**src/rtl/morse_keyer_ctrl.sv**
```systemverilog
// Morse keyer sequencer: times presses and gaps, assembles
// dot/dash symbols into letter codes and flags word gaps.
module morse_keyer_ctrl #(
  parameter int DASH_CLKS       = 3000,
  parameter int LETTER_GAP_CLKS = 3000,
  parameter int WORD_GAP_CLKS   = 7000,
  parameter int MAX_SYMS        = 5,
  parameter int CNT_W           = 16,
  localparam int LW = $clog2(MAX_SYMS + 1)
) (
  input  logic                clk,
  input  logic                resetn,
  input  logic                btn_i,
  output logic                sym_valid_o,
  output logic                sym_o,
  output logic                letter_valid_o,
  output logic [MAX_SYMS-1:0] code_o,
  output logic [LW-1:0]       len_o,
  output logic                err_o,
  output logic                word_done_o
);

  typedef enum logic [1:0] {
    IDLE,
    PRESS,
    GAP,
    WORD_WAIT
  } state_t;

  state_t state_q, state_d;

  logic [CNT_W-1:0] cnt_q, cnt_d, cnt_inc;
  logic btn_q;
  logic rise, fall, is_dash;

  logic [MAX_SYMS-1:0] acc_code_q, acc_code_d;
  logic [LW-1:0]       acc_len_q, acc_len_d;
  logic                acc_err_q, acc_err_d;

  logic                sym_valid_d, sym_d;
  logic                letter_valid_d, word_done_d;
  logic [MAX_SYMS-1:0] code_d;
  logic [LW-1:0]       len_d;
  logic                err_d;

  assign rise    = btn_i & ~btn_q;
  assign fall    = ~btn_i & btn_q;
  assign is_dash = cnt_q >= CNT_W'(DASH_CLKS);
  // saturate so a very long hold never wraps into a dot
  assign cnt_inc = (&cnt_q) ? cnt_q : cnt_q + 1'b1;

  always_comb begin
    state_d        = state_q;
    cnt_d          = cnt_q;
    acc_code_d     = acc_code_q;
    acc_len_d      = acc_len_q;
    acc_err_d      = acc_err_q;
    sym_valid_d    = 1'b0;
    sym_d          = sym_o;
    letter_valid_d = 1'b0;
    word_done_d    = 1'b0;
    code_d         = code_o;
    len_d          = len_o;
    err_d          = err_o;

    unique case (state_q)
      IDLE: begin
        if (rise) begin
          state_d = PRESS;
          cnt_d   = CNT_W'(1);
        end
      end
      PRESS: begin
        cnt_d = cnt_inc;
        if (fall) begin
          sym_valid_d = 1'b1;
          sym_d       = is_dash;
          state_d     = GAP;
          cnt_d       = CNT_W'(1);
          if (acc_len_q < LW'(MAX_SYMS)) begin
            acc_code_d = acc_code_q
                       | (MAX_SYMS'(is_dash) << acc_len_q);
            acc_len_d  = acc_len_q + 1'b1;
          end else begin
            acc_err_d = 1'b1;
          end
        end
      end
      GAP: begin
        cnt_d = cnt_inc;
        if (rise) begin
          state_d = PRESS;
          cnt_d   = CNT_W'(1);
        end else if (cnt_q == CNT_W'(LETTER_GAP_CLKS)) begin
          letter_valid_d = 1'b1;
          code_d         = acc_code_q;
          len_d          = acc_len_q;
          err_d          = acc_err_q;
          acc_code_d     = '0;
          acc_len_d      = '0;
          acc_err_d      = 1'b0;
          state_d        = WORD_WAIT;
        end
      end
      WORD_WAIT: begin
        cnt_d = cnt_inc;
        if (rise) begin
          state_d = PRESS;
          cnt_d   = CNT_W'(1);
        end else if (cnt_q == CNT_W'(WORD_GAP_CLKS)) begin
          word_done_d = 1'b1;
          state_d     = IDLE;
        end
      end
      default: state_d = IDLE;
    endcase
  end

  always_ff @(posedge clk or negedge resetn) begin
    if (!resetn) begin
      state_q        <= IDLE;
      cnt_q          <= '0;
      btn_q          <= 1'b0;
      acc_code_q     <= '0;
      acc_len_q      <= '0;
      acc_err_q      <= 1'b0;
      sym_valid_o    <= 1'b0;
      sym_o          <= 1'b0;
      letter_valid_o <= 1'b0;
      code_o         <= '0;
      len_o          <= '0;
      err_o          <= 1'b0;
      word_done_o    <= 1'b0;
    end else begin
      state_q        <= state_d;
      cnt_q          <= cnt_d;
      btn_q          <= btn_i;
      acc_code_q     <= acc_code_d;
      acc_len_q      <= acc_len_d;
      acc_err_q      <= acc_err_d;
      sym_valid_o    <= sym_valid_d;
      sym_o          <= sym_d;
      letter_valid_o <= letter_valid_d;
      code_o         <= code_d;
      len_o          <= len_d;
      err_o          <= err_d;
      word_done_o    <= word_done_d;
    end
  end

endmodule

```
**config.mk**
```make
export PLATFORM = sky130hd
export DESIGN_NAME = morse_keyer_ctrl
export DESIGN_NICKNAME = d
export VERILOG_FILES = /design/src/rtl/morse_keyer_ctrl.sv
export SDC_FILE = /design/constraint.sdc
export NUM_CORES = 1
export LEC_CHECK = 0
export ABC_AREA = 1
export CORE_ASPECT_RATIO = 1.5
export CORE_MARGIN = 2
export CORE_UTILIZATION = 25
export DETAILED_ROUTE_END_ITERATION = 7
export GPL_ROUTABILITY_DRIVEN = 0
export PLACE_DENSITY = 0.52
export SLEW_MARGIN = 5
export SYNTH_ARGS = -nofsm -noshare
export SYNTH_HDL_FRONTEND = slang
export SYNTH_SLANG_ARGS = --single-unit
```
**constraint.sdc**
```tcl
create_clock -name clk -period 3.85 [get_ports clk]
set_clock_uncertainty 0.05 [all_clocks]
set_input_delay 0.5775 -clock clk [delete_from_list [all_inputs] [get_ports clk]]
set_output_delay 0.5775 -clock clk [all_outputs]
set_load 0.05 [all_outputs]
```
==> impl_results.md <==
- Post-DR wirelength/cell: approximately 12 um
- Leak: 1.26 nW
- Clk sinks: 41
- RSZ-0062 raised after global routing: no
- Die area: approximately 9900 sq um
- Port-buffer cells: 15
- HPWL after detailed placement: 3900 um
- WP data arrival: 1460 ps
- Adder-Cell Fraction of Synth Area: 1.66%
- Largest net degree at the start of global routing: 42
- Startpoint types: flip-flop
- Post-Synth Simple-Gate Area: approximately 38%
- CP Depth: 1
- Worst setup margin: 1760 ps
- Final setup vio count: 0
- Initial Utilization: about a quarter
- Net Sw Frac: roughly a third
- Rows: 42
- Max-slew violations: 0
- Initial antenna violation count: 0
- Routed Antenna Nets: 0
- Number of flops mapped to enable cells by yosys: 0
- Clock-pin slew on the worst setup and hold paths: 60 ps
- Final Cycle Share: a little over half
- Die Width: approximately 80 um
- Post-CTS Setup Inserts: 0
- Residual DRC: 0
- MaxCap Viol Count: 0
- Post-Layout Cell Count: 430
- Largest family of logic cells by synthesized area: simple AND/OR/NAND/NOR gates
- CTS tree: built
- Setup TNS: 0 ps
- Crit path required time: 3220 ps
- HP Class: primary input to async pin
- Sequential share of the synthesized area: 45.3%
- Die height: 121 um
- Maximum fanout along the worst path: 1
- Core area: 8830 sq um
- Sw power: 0.431 mW
- Max incr delay on CP: 810 ps
- Final WL: 5170 um
- Clk pwr share: between 30% and 40%
- Num CTS Buffers: 5
- Syn_area_per_cell: 7.56 sq um
- Flop pwr share: 40.5%
- Syn nets: ~300
- First-pass GRT wire length: around 8900 um
- Reg2Reg Depth: 10
- DR vias: 1955
- Clock Latency Late Sink: 280 ps
- Top delay family on crit path: buffers and inverters
- Post-synthesis mux area share: 0%
- Worst slew margin: 36.8%
- FMAX: 0.479 GHz
- First DRT Iteration DRCs: roughly 110
- Clk buf depth: 2
- Worst VDD drop: about 200 uV
- Unique cell type count in the Yosys netlist: 33
- Int Pwr: 0.865 mW
- H-tree Lvls: 2
- Cts repair resizes: 0
- XOR/XNOR share of the synthesized area: 0.386%
- Status: completed
- Final Total Pwr: 1.30 mW
- DRT Pass-1 Iters: 4
- Gate power share: 23.9%
- Slew @ Worst Pin: 948 ps
- Vias in the first global route: 1904
- Finished Core Util: about 31%
- Final hold vios: 0
- Cell Area, Synth: 2270 sq um
- CP bufs+invs: 1
- Overall Global Routing Usage: around 12%
- CP Cell Sequence: clkdlybuf4s50_1
- Grt ovf: 0
- Hold_buf cts: 0
- Vias per inst: 4.55
- CP endpoint kind: output port
- Root buf cell: clkbuf_16
- Area Overhead vs Synth: 19.2%
- Yosys warns: 0
- Final min period: 2090 ps
- NumNets Final: ~330
- # diodes: 0
- Top FF cell, synth: dfrtp_1
- Placed Cells: 423
- Post-Syn Instances: 300
- CP Class: flip-flop to output port
- Compound-Gate Fraction of Synth Area: 8.50%
- Asr flop ratio synth: 100%
- Pre-CTS setup slack: 1550 ps
- Post-synthesis register bit count: a little over 40
- I/O pin count: 16
- PD cells: 480 nW/um^2
- Layout cells sized above 1: around an eighth
- Slowest CP cell: clkdlybuf4s50_1
## metrics by stage
| step | cell area, sq um | hold WS (ps) |
|---|---|---|
| after floorplan | 2270 | 232 |
| after global placement | 2540 | 404 |
| after detailed placement | 2540 | 414 |
| after CTS | 2700 | 427 |
| after global routing | 2700 | 458 |
| final | 2700 | 395 |
## power groups by stage
stage / clock [mW] / combinational (mW) / sequential, mW
after floorplan: 0 / 0.204 / 0.541
after global placement: 0 / 0.311 / 0.531
after detailed placement: 0 / 0.312 / 0.531
after CTS: 0.476 / 0.312 / 0.523
after global routing: 0.497 / 0.345 / 0.532
final: 0.462 / 0.309 / 0.525
## layout make-up
cell class | count | area (sq um)
Fill cell | 946 | 6130
Multi-Input combinational cell | 221 | 1090
Sequential cell | 41 | 1030
Timing Repair Buffer | 16 | 153
Tap cell | 110 | 138
Inverter | 35 | 135
Clock buffer | 5 | 125
Clock inverter | 2 | 35.0
## routing by layer
layer | track usage [%] | vias up | part of all wire (%)
li1 | - | 1007 | -
met1 | 13.8 | 899 | 42
met2 | 19.5 | 37 | 51
met3 | 2.16 | 12 | 3.4
met4 | 5.94 | 0 | 3.4
met5 | 0 | - | 0
## flip-flops by register name, indices dropped and copies added, names as in the netlist, 2 cells and up
| signal | count |
|---|---|
| state_q | 2 |
| cnt_q | 16 |
| code_o | 5 |
| acc_len_q | 3 |
| acc_code_q | 5 |
| len_o | 3 |
## synth_stat cells (4+ instances only)
cell type	number	share of area, %
nand3_2	4	1.8
nand2_1	84	14
o21ai_0	9	2.0
nor2_1	45	7.5
o21ai_1	8	1.8
nand3_1	23	5.1
inv_2	8	1.3
nand4_1	5	1.4
dfrtp_1	41	45
nor3_1	7	1.5
a21oi_1	6	1.3
inv_1	24	4.0
nand2_2	4	1.1
nor2_2	5	1.4
## cells by family after synthesis
family | after synthesis
XOR/XNOR | 1
AND/OR/NAND/NOR | 184
AO/OA/AOI/OAI | 33
adder cells (fa/ha/maj) | 3
flip-flops | 41
buffers and inverters | 38
## worst paths after layout
kind,endpoint,from,slack (ps)
setup / recovery,sym_valid_o,sym_valid_o$_DFF_PN0_,1760
hold / removal,len_o[1]$_DFFE_PN0P_,resetn,390
setup reg to reg,acc_code_q[2]$_DFFE_PN0P_,cnt_q[0]$_DFFE_PN0P_,2000
hold reg to reg,code_o[0]$_DFFE_PN0P_,acc_code_q[0]$_DFFE_PN0P_,420
max in group asynchronous,word_done_o$_DFF_PN0_,resetn,2760
min in group clk,code_o[0]$_DFFE_PN0P_,acc_code_q[0]$_DFFE_PN0P_,420
## layout by cell type (no fill, tap or decap)
cell type and count:
a21oi_1 6, a21oi_2 3, a31oi_1 2, buf_2 1, buf_4 1, bufinv_16 1, clkbuf_16 5, clkdlybuf4s50_1 14
clkinv_1 1, clkinv_2 2, dfrtp_1 41, ha_1 3, inv_1 24, inv_2 8, inv_4 1, nand2_1 84
nand2_2 4, nand2_4 2, nand3_1 23, nand3_2 4, nand3_4 1, nand4_1 5, nor2_1 45, nor2_2 5
nor2_4 2, nor2_8 1, nor3_1 7, o211ai_1 2, o21ai_0 9, o21ai_1 8, o22ai_1 1, o2bb2ai_1 1
o32ai_1 1, or2_2 1, xor2_1 1
No activity file was read; power rests on OpenSTA's default activity.
